[src/rtl/cprv_pkg.sv]
// -----------------------------------------------------------------------------
// cprv_pkg
// Shared constants and types for the cprv writeback path.
//   DATA_WIDTH      : default width of writeback data
//   REG_ADDR_WIDTH  : default register address width (2**N architectural regs)
//   wb_src_e        : identifies a writeback producer (ALU or load return)
//   reg_addr_t      : register address at the default width
// -----------------------------------------------------------------------------
package cprv_pkg;

   localparam int DATA_WIDTH     = 64;
   localparam int REG_ADDR_WIDTH = 5;

   typedef enum logic {
      WB_SRC_ALU  = 1'b0,
      WB_SRC_LOAD = 1'b1
   } wb_src_e;

   typedef logic [REG_ADDR_WIDTH-1:0] reg_addr_t;

endpackage : cprv_pkg

[src/rtl/cprv_scoreboard.sv]
// -----------------------------------------------------------------------------
// cprv_scoreboard
// Per-register busy vector. A bit is set when an instruction writing that
// register issues and cleared on the edge where its regfile write commits.
// Ports:
//   clk, rst                     : clock, async active-high reset
//   iss_valid_i/iss_rd_en_i/
//   iss_rd_addr_i                : issue-side destination (set request)
//   iss_ready_o                  : low while the issuing rd is still busy (WAW)
//   clr_en_i/clr_addr_i          : committing regfile write (clear request)
//   q1_addr_i/q2_addr_i          : source register queries
//   q1_busy_o/q2_busy_o          : query results (x0 never busy)
//   busy_o                       : full busy vector, for checking
// -----------------------------------------------------------------------------
module cprv_scoreboard #(
   parameter int ADDR_W = 5
) (
   input  logic                  clk,
   input  logic                  rst,
   input  logic                  iss_valid_i,
   input  logic                  iss_rd_en_i,
   input  logic [ADDR_W-1:0]     iss_rd_addr_i,
   output logic                  iss_ready_o,
   input  logic                  clr_en_i,
   input  logic [ADDR_W-1:0]     clr_addr_i,
   input  logic [ADDR_W-1:0]     q1_addr_i,
   input  logic [ADDR_W-1:0]     q2_addr_i,
   output logic                  q1_busy_o,
   output logic                  q2_busy_o,
   output logic [(2**ADDR_W)-1:0] busy_o
);

   localparam int NUM_REGS = 2**ADDR_W;

   logic [NUM_REGS-1:0] r_busy;
   logic [NUM_REGS-1:0] w_busy_nxt;
   logic                w_iss_rd_nz;
   logic                w_iss_ready;
   logic                w_set_en;

   // Issue gating, set request and source queries.
   always_comb begin
      w_iss_rd_nz = (iss_rd_addr_i != {ADDR_W{1'b0}});
      w_iss_ready = !(iss_rd_en_i && w_iss_rd_nz && r_busy[iss_rd_addr_i]);
      w_set_en    = iss_valid_i && w_iss_ready && iss_rd_en_i && w_iss_rd_nz;
      q1_busy_o   = r_busy[q1_addr_i] && (q1_addr_i != {ADDR_W{1'b0}});
      q2_busy_o   = r_busy[q2_addr_i] && (q2_addr_i != {ADDR_W{1'b0}});
   end

   // Next busy vector: set and clear act per bit, so different registers
   // updated in the same cycle never interfere.
   always_comb begin
      w_busy_nxt = r_busy;
      for (int i = 0; i < NUM_REGS; i++) begin
         w_busy_nxt[i] = (r_busy[i] && !(clr_en_i && (clr_addr_i == ADDR_W'(i))))
                       || (w_set_en && (iss_rd_addr_i == ADDR_W'(i)));
      end
      // x0 is hardwired zero and can never have a pending write.
      w_busy_nxt[0] = 1'b0;
   end

   // Busy vector state.
   always_ff @(posedge clk or posedge rst) begin
      if (rst) begin
         r_busy <= {NUM_REGS{1'b0}};
      end else begin
         r_busy <= w_busy_nxt;
      end
   end

   assign iss_ready_o = w_iss_ready;
   assign busy_o      = r_busy;

endmodule : cprv_scoreboard

[src/rtl/cprv_wb_checker.sv]
// -----------------------------------------------------------------------------
// cprv_wb_checker
// Simulation-only protocol checks for the writeback arbiter.
// Ports:
//   clk, rst                 : clock, async active-high reset
//   alu_valid_i/alu_ready_i  : ALU handshake
//   ld_valid_i/ld_ready_i    : load handshake
//   xfer_i/xfer_addr_i       : a writeback transfer and its destination
//   busy_i                   : scoreboard busy vector
// -----------------------------------------------------------------------------
module cprv_wb_checker #(
   parameter int ADDR_W = 5
) (
   input logic                   clk,
   input logic                   rst,
   input logic                   alu_valid_i,
   input logic                   alu_ready_i,
   input logic                   ld_valid_i,
   input logic                   ld_ready_i,
   input logic                   xfer_i,
   input logic [ADDR_W-1:0]      xfer_addr_i,
   input logic [(2**ADDR_W)-1:0] busy_i
);

   // A writeback must target a register with a pending write (x0 exempt).
   a_wb_to_busy: assert property (@(posedge clk) disable iff (rst)
      (xfer_i && (xfer_addr_i != {ADDR_W{1'b0}})) |-> busy_i[xfer_addr_i])
      else $error("cprv_wb_arbiter: writeback to non-busy register %0d", xfer_addr_i);

   // Ready never asserts without the matching valid.
   a_alu_ready_valid: assert property (@(posedge clk) disable iff (rst)
      alu_ready_i |-> alu_valid_i)
      else $error("cprv_wb_arbiter: alu_ready without alu_valid");

   a_ld_ready_valid: assert property (@(posedge clk) disable iff (rst)
      ld_ready_i |-> ld_valid_i)
      else $error("cprv_wb_arbiter: ld_ready without ld_valid");

   // At most one producer granted per cycle.
   a_grant_onehot: assert property (@(posedge clk) disable iff (rst)
      !(alu_ready_i && ld_ready_i))
      else $error("cprv_wb_arbiter: both producers granted");

endmodule : cprv_wb_checker

[src/rtl/cprv_wb_arbiter.sv]
// -----------------------------------------------------------------------------
// cprv_wb_arbiter
// Shares the single regfile write port between the ALU and load-return
// producers (round robin under contention) and keeps the busy scoreboard
// used by issue for RAW detection and WAW blocking.
// Ports:
//   clk, rst                           : clock, async active-high reset
//   iss_valid_i/iss_rd_en_i/
//   iss_rd_addr_i/iss_ready_o          : issue destination and WAW gate
//   rs1_addr_i/rs2_addr_i,
//   rs1_busy_o/rs2_busy_o              : source hazard queries
//   alu_valid_i/alu_ready_o/
//   alu_rd_addr_i/alu_rd_data_i        : ALU writeback channel
//   ld_valid_i/ld_ready_o/
//   ld_rd_addr_i/ld_rd_data_i          : load writeback channel
//   rf_wr_en_o/rf_wr_addr_o/
//   rf_wr_data_o                       : registered regfile write port
// -----------------------------------------------------------------------------
module cprv_wb_arbiter #(
   parameter int DATA_WIDTH     = cprv_pkg::DATA_WIDTH,
   parameter int REG_ADDR_WIDTH = cprv_pkg::REG_ADDR_WIDTH
) (
   input  logic                      clk,
   input  logic                      rst,
   input  logic                      iss_valid_i,
   input  logic                      iss_rd_en_i,
   input  logic [REG_ADDR_WIDTH-1:0] iss_rd_addr_i,
   output logic                      iss_ready_o,
   input  logic [REG_ADDR_WIDTH-1:0] rs1_addr_i,
   input  logic [REG_ADDR_WIDTH-1:0] rs2_addr_i,
   output logic                      rs1_busy_o,
   output logic                      rs2_busy_o,
   input  logic                      alu_valid_i,
   output logic                      alu_ready_o,
   input  logic [REG_ADDR_WIDTH-1:0] alu_rd_addr_i,
   input  logic [DATA_WIDTH-1:0]     alu_rd_data_i,
   input  logic                      ld_valid_i,
   output logic                      ld_ready_o,
   input  logic [REG_ADDR_WIDTH-1:0] ld_rd_addr_i,
   input  logic [DATA_WIDTH-1:0]     ld_rd_data_i,
   output logic                      rf_wr_en_o,
   output logic [REG_ADDR_WIDTH-1:0] rf_wr_addr_o,
   output logic [DATA_WIDTH-1:0]     rf_wr_data_o
);

   import cprv_pkg::*;

   localparam int NUM_REGS = 2**REG_ADDR_WIDTH;

   wb_src_e                   r_last_grant;
   logic                      r_wr_en;
   logic [REG_ADDR_WIDTH-1:0] r_wr_addr;
   logic [DATA_WIDTH-1:0]     r_wr_data;

   logic                      w_alu_gnt;
   logic                      w_ld_gnt;
   logic                      w_xfer;
   logic [REG_ADDR_WIDTH-1:0] w_xfer_addr;
   logic [DATA_WIDTH-1:0]     w_xfer_data;
   logic [NUM_REGS-1:0]       w_busy;

   // Round-robin grant: a lone requester wins; under contention the channel
   // not granted last time wins.
   always_comb begin
      w_alu_gnt = 1'b0;
      w_ld_gnt  = 1'b0;
      if (alu_valid_i && ld_valid_i) begin
         if (r_last_grant == WB_SRC_LOAD) begin
            w_alu_gnt = 1'b1;
         end else begin
            w_ld_gnt  = 1'b1;
         end
      end else begin
         w_alu_gnt = alu_valid_i;
         w_ld_gnt  = ld_valid_i;
      end
   end

   // Select the granted channel's payload.
   always_comb begin
      w_xfer = w_alu_gnt || w_ld_gnt;
      if (w_ld_gnt) begin
         w_xfer_addr = ld_rd_addr_i;
         w_xfer_data = ld_rd_data_i;
      end else begin
         w_xfer_addr = alu_rd_addr_i;
         w_xfer_data = alu_rd_data_i;
      end
   end

   // Round-robin pointer, moved only by an actual transfer.
   always_ff @(posedge clk or posedge rst) begin
      if (rst) begin
         r_last_grant <= WB_SRC_LOAD;
      end else if (w_alu_gnt) begin
         r_last_grant <= WB_SRC_ALU;
      end else if (w_ld_gnt) begin
         r_last_grant <= WB_SRC_LOAD;
      end else begin
         r_last_grant <= r_last_grant;
      end
   end

   // Registered write port; x0 writebacks are accepted but never enable a write.
   always_ff @(posedge clk or posedge rst) begin
      if (rst) begin
         r_wr_en   <= 1'b0;
         r_wr_addr <= {REG_ADDR_WIDTH{1'b0}};
         r_wr_data <= {DATA_WIDTH{1'b0}};
      end else if (w_xfer) begin
         r_wr_en   <= (w_xfer_addr != {REG_ADDR_WIDTH{1'b0}});
         r_wr_addr <= w_xfer_addr;
         r_wr_data <= w_xfer_data;
      end else begin
         r_wr_en   <= 1'b0;
         r_wr_addr <= r_wr_addr;
         r_wr_data <= r_wr_data;
      end
   end

   // Busy bits clear on the commit edge, so the register reads busy for the
   // whole cycle the write is still in flight to the regfile.
   cprv_scoreboard #(
      .ADDR_W (REG_ADDR_WIDTH)
   ) u_sb (
      .clk           (clk),
      .rst           (rst),
      .iss_valid_i   (iss_valid_i),
      .iss_rd_en_i   (iss_rd_en_i),
      .iss_rd_addr_i (iss_rd_addr_i),
      .iss_ready_o   (iss_ready_o),
      .clr_en_i      (r_wr_en),
      .clr_addr_i    (r_wr_addr),
      .q1_addr_i     (rs1_addr_i),
      .q2_addr_i     (rs2_addr_i),
      .q1_busy_o     (rs1_busy_o),
      .q2_busy_o     (rs2_busy_o),
      .busy_o        (w_busy)
   );

   cprv_wb_checker #(
      .ADDR_W (REG_ADDR_WIDTH)
   ) u_chk (
      .clk         (clk),
      .rst         (rst),
      .alu_valid_i (alu_valid_i),
      .alu_ready_i (alu_ready_o),
      .ld_valid_i  (ld_valid_i),
      .ld_ready_i  (ld_ready_o),
      .xfer_i      (w_xfer),
      .xfer_addr_i (w_xfer_addr),
      .busy_i      (w_busy)
   );

   assign alu_ready_o  = w_alu_gnt;
   assign ld_ready_o   = w_ld_gnt;
   assign rf_wr_en_o   = r_wr_en;
   assign rf_wr_addr_o = r_wr_addr;
   assign rf_wr_data_o = r_wr_data;

endmodule : cprv_wb_arbiter

[config.mk]
export PLATFORM = sky130hd
export DESIGN_NAME = cprv_wb_arbiter
export DESIGN_NICKNAME = d
export VERILOG_FILES = /design/src/rtl/cprv_pkg.sv /design/src/rtl/cprv_scoreboard.sv /design/src/rtl/cprv_wb_checker.sv /design/src/rtl/cprv_wb_arbiter.sv
export SDC_FILE = /design/constraint.sdc
export NUM_CORES = 1
export LEC_CHECK = 0
export ABC_AREA = 1
export BUFFER_PORTS_ARGS = -buffer_cell sky130_fd_sc_hd__clkbuf_2
export CAP_MARGIN = 20
export CELL_PAD_IN_SITES_DETAIL_PLACEMENT = 0
export CELL_PAD_IN_SITES_GLOBAL_PLACEMENT = 1
export CORE_MARGIN = 5
export CORE_UTILIZATION = 37
export DETAILED_ROUTE_END_ITERATION = 8
export PLACE_DENSITY = 0.87
export SLEW_MARGIN = 20
export SYNTH_ARGS = -nofsm -noshare
export SYNTH_HDL_FRONTEND = slang
export SYNTH_SLANG_ARGS = --single-unit
[constraint.sdc]
create_clock -name clk -period 4.4 [get_ports clk]
set_input_delay 0.22 -clock clk [delete_from_list [all_inputs] [get_ports clk]]
set_output_delay 0.22 -clock clk [all_outputs]
set_load 0.005 [all_outputs]
# ---- Word level (Yosys, flattened, before mapping)
# Cells that the tools add are included.
dict set report totals {
  input_bits 159
  output_inout_bits 75
  reg_bits 102
  word_cells 255
}
dict set report op_classes {
  eq_ne 62
  n_mux 15
  reduce_logical 170
  n_lt_le_gt_ge 3
}
# op count
set op_table {}
lappend op_table {{$eq 5x5->1 const B} 32}
lappend op_table {{$logic_and 1x1->1} 101}
lappend op_table {{$eq 5x4->1 const B} 16}
lappend op_table {{$mux 64} 1}
lappend op_table {{$eq 5x3->1 const B} 8}
lappend op_table {{$logic_not 1->1} 32}
lappend op_table {{$logic_or 1x1->1} 32}
lappend op_table {{$eq 5x2->1 const B} 4}
lappend op_table {{$reduce_bool 5->1} 4}
lappend op_table {{$lt 5x6->1 const B} 3}
lappend op_table {{$bmux 1 s5} 3}
lappend op_table {{$eq 5x1->1 const B} 2}
lappend op_table {{$mux 1} 10}
lappend op_table {{$mux 5} 1}
lappend op_table {{$reduce_bool 2->1} 1}

# ---- Logic depth before layout (Yosys ltp)
# Gate-level depths: netlist of the first run.
dict set report logic_depth {
  ltp_word 9
  ltp_mapped 14
  depth_no_buf 12
}

# ---- By module
# Synthesis of the first run repeated with hierarchy kept, for this count alone.
dict set report unflattened {
  hier_cells 842
  area_unflattened_um2 6108.4
}
# module seq_area_each_um2 area_each_um2 instances cells_each
set modules_own_cells {}
lappend modules_own_cells {cprv_wb_arbiter 1778.0 3285.7 1 401}
lappend modules_own_cells {cprv_scoreboard 775.7 2822.7 1 441}

# ---- Worst setup path before layout of the first run
# OpenSTA, ideal clock, no wires.
dict set report synth_timing {
  path_type {reg-to-reg}
  from {register r_last_grant}
  to {register r_wr_data[0], in the netlist rf_wr_data_o[0]}
  slack_ps 2883
  t_arrival_ps 1449
  setup_time_ps 69
  path_stages_with_launch 7
  path_cell_list {dfstp_2 -> nand2_1 -> nand2_1 -> buf_2 -> buf_1 -> nand3_1 -> nand3_1}
}
dict set report synth_between {
  elab_chain_cells 3
}
# element line
set synth_rtl {}
lappend synth_rtl {{start, declared} cprv_wb_arbiter.sv:50} ;# wb_src_e r_last_grant;
lappend synth_rtl {{start signal, assigned} cprv_wb_arbiter.sv:100} ;# r_last_grant <= r_last_grant;
lappend synth_rtl {{$mux 1} cprv_wb_arbiter.sv:68} ;# if (r_last_grant == WB_SRC_LOAD) begin
lappend synth_rtl {{$mux 1} cprv_wb_arbiter.sv:67} ;# if (alu_valid_i && ld_valid_i) begin
lappend synth_rtl {{$mux 64 / $logic_or 1x1->1 (equally long branches)} {cprv_wb_arbiter.sv:82, cprv_wb_arbiter.sv:81}}
lappend synth_rtl {{end signal, assigned} cprv_wb_arbiter.sv:109} ;# r_wr_data <= {DATA_WIDTH{1'b0}};
lappend synth_rtl {{end signal, assigned} cprv_wb_arbiter.sv:113} ;# r_wr_data <= w_xfer_data;
lappend synth_rtl {{end signal, assigned} cprv_wb_arbiter.sv:117} ;# r_wr_data <= r_wr_data;
lappend synth_rtl {{end, declared} cprv_wb_arbiter.sv:53} ;# logic [DATA_WIDTH-1:0] r_wr_data;
# Several ways; a longest one is shown, not always the timed one.
# A chain may end at the register's enable or synchronous reset.

# ---- Worst setup path after layout of the first run
dict set report layout_timing {
  from {input iss_rd_addr_i[4]}
  to {output iss_ready_o}
}
dict set report layout_between {
  elab_chain_cells 4
}
# element line
set layout_rtl {}
lappend layout_rtl {{start, declared} cprv_wb_arbiter.sv:27} ;# input logic [REG_ADDR_WIDTH-1:0] iss_rd_addr_i,
lappend layout_rtl {{$bmux 1 s5 / $reduce_bool 5->1 (equally long branches)} {cprv_scoreboard.sv:44, cprv_scoreboard.sv:43}}
lappend layout_rtl {{$mux 1 (implied by the code) / $logic_and 1x1->1 (equally long branches)} cprv_scoreboard.sv:44} ;# w_iss_ready = !(iss_rd_en_i && w_iss_rd_nz && r_busy[iss_rd_addr_i]);
lappend layout_rtl {{$logic_and 1x1->1 (*)} cprv_scoreboard.sv:44}
lappend layout_rtl {{$logic_not 1->1 (*)} cprv_scoreboard.sv:44}
lappend layout_rtl {{end, declared} cprv_wb_arbiter.sv:28} ;# output logic iss_ready_o,
# Mark *: on every way between the ends. The rest lies on a longest branch, timed or not. The select of a mux whose other input is x is not followed.

==> impl_metrics.ini, run 1 <==
[die]
start_util_pct = 37.4
std_cell_rows = 46
fp.dieArea_mm2 = 0.0186
ioPinCount = 234
die_w_um = 136
coreArea_mm2 = 0.0158
dieHeight_um = 136

[detailed_routing]
via_count = 6264
drc = 0
postRouteAntennaNets = 0
routed_wl_mm = 20.9
wl_per_cell_um = 16.7
first_iter_violations = 369
drtPass1Iterations = 5
avgViaCountPerCell = 5.01

[run_status]
outcome = finished clean

[synth]
synth_cells = 828
synth_edf_count = 0
synth_top_cell_by_area = dfrtp_1
synth.avg_cell_area_um2 = 7.12
synth-xor-area-share_pct = 0
synth_nets = 987
yosysUniqueCellTypes = 26
synth_fa_ha_area_share_pct = 0
netlist.area_leader.share_pct = 42.9
synthTopCellsByArea = dfrtp_1 (43%), nand2_1 (17%), nand3_1 (14%)
ys_warn_count = 0
synthTopCellsByCount = nand2_1 (265), nand3_1 (163), dfrtp_1 (101)
synth-seq-area-share_pct = 43.3
muxShareOfSynthArea_pct = 0.849
yosysMostFrequentCell = nand2_1
synth-seq-cells = 102
synth_compound_area_share_pct = 8.44
synth_top_family_by_area = simple AND/OR/NAND/NOR gates
synth.cell_area_mm2 = 0.00590
synthSimpleGateAreaFrac_pct = 40.1
synthArstFlopShare_pct = 100
synth-main-ff-cell = dfrtp_1

[global_route]
overflow = 0
grt_first_pass_wirelength_mm = 33.1
antenna_found_initial = 0
grt_pass1_vias = 6258
grt_max_degree = 76
grt.total_usage_pct = 22.7

[setup_path]
r2r_end = rf_wr_data_o[33]$_DFFE_PP0P_
timing.rr.start = r_last_grant$_DFFE_PP1P_
arrival_ps = 2120
startpoint_type = primary input
required_ps = 4180
cp_max_fo = 32
regToRegSetupSlack_ps = 2190
worstRegToRegCells = 6
end_kind = output pin
criticalPathCategory = primary input to output pin

[sta]
finalCritPeriodShare_pct = 53.3
tightest_slew_ps = 685
min_period_ps = 2340
slew_headroom_pct = 54.2
rsz0062_at_grt = false
drv_slew = 0
setup_viol = 0
fmax_mhz = 427
hold_violations = 0
fin_skew_ps = 11.5
setup_tns_ps = 0

[worst_hold_path]
hold_class = primary input to flip-flop
hp-start = ld_rd_data_i[53]
hold_depth = 3
hold_path_end = rf_wr_data_o[53]$_DFFE_PP0P_

[power_and_ir_drop]
peakVddDrop_uv = 193
cellPowerDensity_mw_per_mm2 = 391
finalPower_w = 0.00291
leakagePower_nw = 3.86

[flow_run]
drv_cap = 0

[clock_tree]
htreeDepth = 3
cts_root_buf = clkbuf_16
tritoncts = done
cts_made_buffers = 9
clock_sinks = 102
cts_resized = 0
clk_latency_ps = 350
cts.clk_slew.worst_paths_ps = 70
clockBufferDepth = 2

[place]
dp_hpwl_mm = 16.1
port_buffers = 233
routabilityCongestion = 0.910

[finish]
fillers = 1654
fin_nets = 1188
drive_gt1_share_pct = 27.6
antenna_cells = 0
syn2layout_area_growth_pct = 26.2
[cell families after synthesis]
| group | Yosys count |
|---|---|
| AO/OA/AOI/OAI | 95 |
| buffers and inverters | 97 |
| flip-flops | 102 |
| multiplexers | 5 |
| AND/OR/NAND/NOR | 529 |
[report_power, final]
group | internal [W] | total (W) | switching [W] | leakage (nW)
combinational | 0.000306 | 0.000785 | 0.000478 | 2.49
clock | 0.000401 | 0.000745 | 0.000345 | 0.134
sequential | 0.00115 | 0.00138 | 0.000232 | 1.24
total | 0.00185 | 0.00291 | 0.00105 | 3.86
[layout make-up]
type	instances	area (µm²)	share of cell area (%)
clock buffers	13	250	3.36
clock inverters	3	18.8	0.252
inverters	46	175	2.35
multi-input cells	629	2930	39.3
flip-flops and latches	102	2550	34.3
well taps	216	270	3.63
repair buffers	241	1250	16.8
[through the flow]
stage	hold slack, ps	utilization (%)	instances	area, µm²	setup WS [ps]
finish	86.4	47.2	1250	7440	2060
global route	89.2	47.2	1250	7440	1790
CTS	75.6	47.0	1248	7410	2050
detailed placement	444	45.3	1232	7140	1900
global placement	438	45.3	1232	7140	1920
floorplan	353	-	828	5900	1510
[critical path, stage by stage]
cell and delay, ps:
clkbuf_2 300, clkinv_1 510, nand4_1 260, nor2_1 50
nand2_1 100, nand2_4 250, or2_1 300, clkbuf_2 110
[state kept, by name, indices dropped and copies added, names as in the netlist]
| register | cells |
|---|---|
| rf_wr_data_o | 64 |
| u_sb.busy_o | 31 |
| r_last_grant | 1 |
| rf_wr_addr_o | 5 |
| rf_wr_en_o | 1 |
[placed cells by master, fill, tap and decap left out, types with 3 or more instances in the layout]
| cell | n |
|---|---|
| clkbuf_2 | 233 |
| nand2_1 | 264 |
| clkbuf_1 | 3 |
| nand3_1 | 163 |
| nand3_2 | 20 |
| o21ai_0 | 66 |
| nor2_1 | 58 |
| inv_1 | 42 |
| mux2i_1 | 5 |
| dfrtp_1 | 101 |
| buf_4 | 6 |
| o211ai_1 | 8 |
| a21oi_1 | 19 |
| nor3_1 | 12 |
| clkbuf_16 | 9 |
| nand2_2 | 3 |
[how the worst max path moves through the flow]
stage                     startpoint                      endpoint  slack [ps]  cells after the start
floorplan                        rst   rf_wr_addr_o[0]$_DFFE_PP0P_        1510                      1
global placement         alu_valid_i  rf_wr_data_o[30]$_DFFE_PP0P_        1920                      7
detailed placement       alu_valid_i  rf_wr_data_o[42]$_DFFE_PP0P_        1900                      7
CTS                 iss_rd_addr_i[4]                   iss_ready_o        2050                      8
global route        iss_rd_addr_i[4]                   iss_ready_o        1790                      8
finish              iss_rd_addr_i[4]                   iss_ready_o        2060                      8
[layer usage]
layer | up-vias | GRT usage [%] | wire length, µm
met3 | 38 | 6.40 | 1550
met1 | 2896 | 28.6 | 8480
li1 | 3116 | - | -
met5 | - | 0 | 0
met4 | 0 | 7.45 | 585
met2 | 214 | 37.5 | 10300
[repair_timing]
action | 4_1_cts | 5_1_grt
hold buffers | 0 | 1
endpoints found under the hold margin | 0 | 25
buffers inserted | 0 | 0
No activity file was read; power rests on OpenSTA's default activity.
==> run 2: changes to the inputs <==
- ABC_AREA: 1 -> 0
- CORE_UTILIZATION: 37 -> 35
- PLACE_DENSITY: 0.87 -> 0.81
- clock period: 4.4 -> 2.3 ns (I/O delays scaled with it)
==> run 2 against run 1 <==
Net effect: synthesized cell count decreased by 37%; register-to-register slack lost 2000 ps; sequential power up 93%; count of clock-buffer cells in the layout fell by 1; utilization grew 0.35 points; critical path type is now flip-flop to output pin; die area decreased by 6.6%; via count shrank 20%; largest cell class is now flip-flops and latches; sequential share of layout area grew 2.7 points; first-iteration DRC count decreased by 36%; critical path depth fell by 4; non-clock buffer count increased by 9; hold slack worse by 73 ps.
==> impl_metrics.ini, run 2 <==
[run_status]
outcome = finished clean

[sta]
setup_tns_ps = 0
finalCritPeriodShare_pct = 97.9
min_period_ps = 2250
fmax_mhz = 444
fin_skew_ps = 6.42
setup_viol = 0
drv_slew = 0
tightest_slew_ps = 647
hold_violations = 0
slew_headroom_pct = 56.9
fin_ws_ps = 47.7

[die]
dieHeight_um = 132
ioPinCount = 234
fp.dieArea_mm2 = 0.0173
std_cell_rows = 44
die_w_um = 132
start_util_pct = 35.6
coreArea_mm2 = 0.0145

[setup_path]
required_ps = 2180
worstPathBufferInverterCount = 1
startpoint_type = flip-flop
end_kind = output pin
criticalPathCategory = flip-flop to output pin
cpMostUsedCell = mux4_2
cpPeakStageDelay_ps = 490
crit_chain = mux4_2, mux4_2, mux2_4, clkbuf_2
cp_top_family = multiplexers
cp_max_fo = 4
arrival_ps = 2140
slowest_stage = mux4_2

[place]
dp_hpwl_mm = 13.1
routabilityCongestion = 0.897
port_buffers = 233
pre_cts_ws_ps = 181
place_inst = 910

[detailed_routing]
avgViaCountPerCell = 5.35
routed_wl_mm = 17.0
via_count = 5015
drc = 0
postRouteAntennaNets = 0
first_iter_violations = 235
drtPass1Iterations = 5
wl_per_cell_um = 18.2

[finish]
antenna_cells = 0
final_cell_mix = clkbuf_2 (233), nor2_1 (136), dfrtp_1 (100)
drive_gt1_share_pct = 38.8
fin_cells = 937
fin_nets = 907
layout_commonest_cell = clkbuf_2
largest_reg_flops = 64
syn2layout_area_growth_pct = 33.4

[global_route]
grtUsageMet3_pct = 4.78
grt_first_pass_wirelength_mm = 27.1
overflow = 0
grt.total_usage_pct = 19.3
grt_pass1_vias = 5122
antenna_found_initial = 1
grtUsageMet1_pct = 23.1
grt_max_degree = 103
grtUsageMet2_pct = 33.2
grt.busiest_layer = met2

[clock_tree]
cts_made_buffers = 9
cts_root_buf = clkbuf_16
htreeDepth = 3
clk_latency_ps = 340
clock_sinks = 102
clockBufferDepth = 2
postCtsSetupBuffers = 0
tritoncts = done
cts.clk_slew.worst_paths_ps = 70

[synth]
synth.cell_area_mm2 = 0.00518
yosysMostFrequentCell = nor2_1
synth-seq-area-share_pct = 49.3
netlist.area_leader.share_pct = 48.8
synth-seq-cells = 102
synthTopCellsByArea = dfrtp_1 (49%), nor2_1 (9.9%), mux4_2 (8.3%)
synth_nets = 681
synthArstFlopShare_pct = 100
synthTopCellsByCount = nor2_1 (136), dfrtp_1 (101), o22ai_1 (65)
synth_cells = 522
synth.avg_cell_area_um2 = 9.92
yosysUniqueCellTypes = 35
synth-main-ff-cell = dfrtp_1
ys_warn_count = 0
synth_edf_count = 0
synth_top_cell_by_area = dfrtp_1

[power_and_ir_drop]
cellPowerDensity_mw_per_mm2 = 857
finalPower_w = 0.00592
leakagePower_nw = 3.15
peakVddDrop_uv = 374

[flow_run]
drv_cap = 0

[worst_hold_path]
hold_class = primary input to flip-flop
[run 2: kinds of logic after synthesis]
kind of cell | count (synthesis) | synth area share, %
AO/OA/AOI/OAI | 153 | 18.6
AND/OR/NAND/NOR | 189 | 15.4
multiplexers | 38 | 13.1
buffers and inverters | 40 | 3.53
flip-flops | 102 | 49.3
[run 2: routing by layer]
layer  routed length, µm  up-vias
li1                    -     2372
met1                6710     2400
met2                8760      215
met3                1190       26
met4                 356        2
met5                  13        -
[run 2: worst reg2reg max path: stages (launching register included)]
cell and delay (ps):
dfrtp_1 400, mux4_2 490, and3_4 200, a311oi_2 210, a211oi_2 120, buf_4 250, o31ai_1 310
[run 2: stage by stage]
step	utilization [%]	area [µm²]	hold slack, ps
after global placement	44.7	6490	298
after floorplan	-	5180	245
after global routing	47.6	6910	4.54
final	47.6	6910	13.2
after detailed placement	44.7	6490	311
after CTS	47.5	6900	0.570
[run 2: what timing repair did]
| action | 4_1_cts | 5_1_grt |
|---|---|---|
| hold endpoints to repair | 111 | 0 |
| hold buffers | 11 | 0 |
| resized for setup | 0 | 3 |
| setup endpoints to repair | 0 | 2 |
[run 2: layout make-up]
cell class	count	area (µm²)
clock buffer	12	246
clock inverter	4	53.8
fill	1385	7620
inverter	5	22.5
multi-input combinational	380	2460
sequential	102	2550
tap	184	230
timing repair buffer	250	1350
[run 2: report_power, final]
group | leakage [nW] | internal, W | total, W | switching, W
Clock | 0.139 | 0.000878 | 0.00153 | 0.000654
Combinational | 1.85 | 0.000918 | 0.00173 | 0.000814
Sequential | 1.17 | 0.00223 | 0.00266 | 0.000431
Total | 3.15 | 0.00402 | 0.00592 | 0.00190
[run 2: final timing paths]
kind / start / slack, ps / to / cells past startpoint
min reg2reg: rf_wr_data_o[25]$_DFFE_PP0P_ / 510 / rf_wr_data_o[25]$_DFFE_PP0P_ / 2
min in group asynchronous: rst / 400 / rf_wr_data_o[60]$_DFFE_PP0P_ / 4
min: alu_rd_data_i[55] / 10 / rf_wr_data_o[55]$_DFFE_PP0P_ / 3
max: u_sb.busy_o[23]$_DFF_PP0_ / 50 / rs2_busy_o / 4
max reg2reg: u_sb.busy_o[31]$_DFF_PP0_ / 220 / u_sb.busy_o[14]$_DFF_PP0_ / 6
max in group asynchronous: rst / 1360 / u_sb.busy_o[23]$_DFF_PP0_ / 4
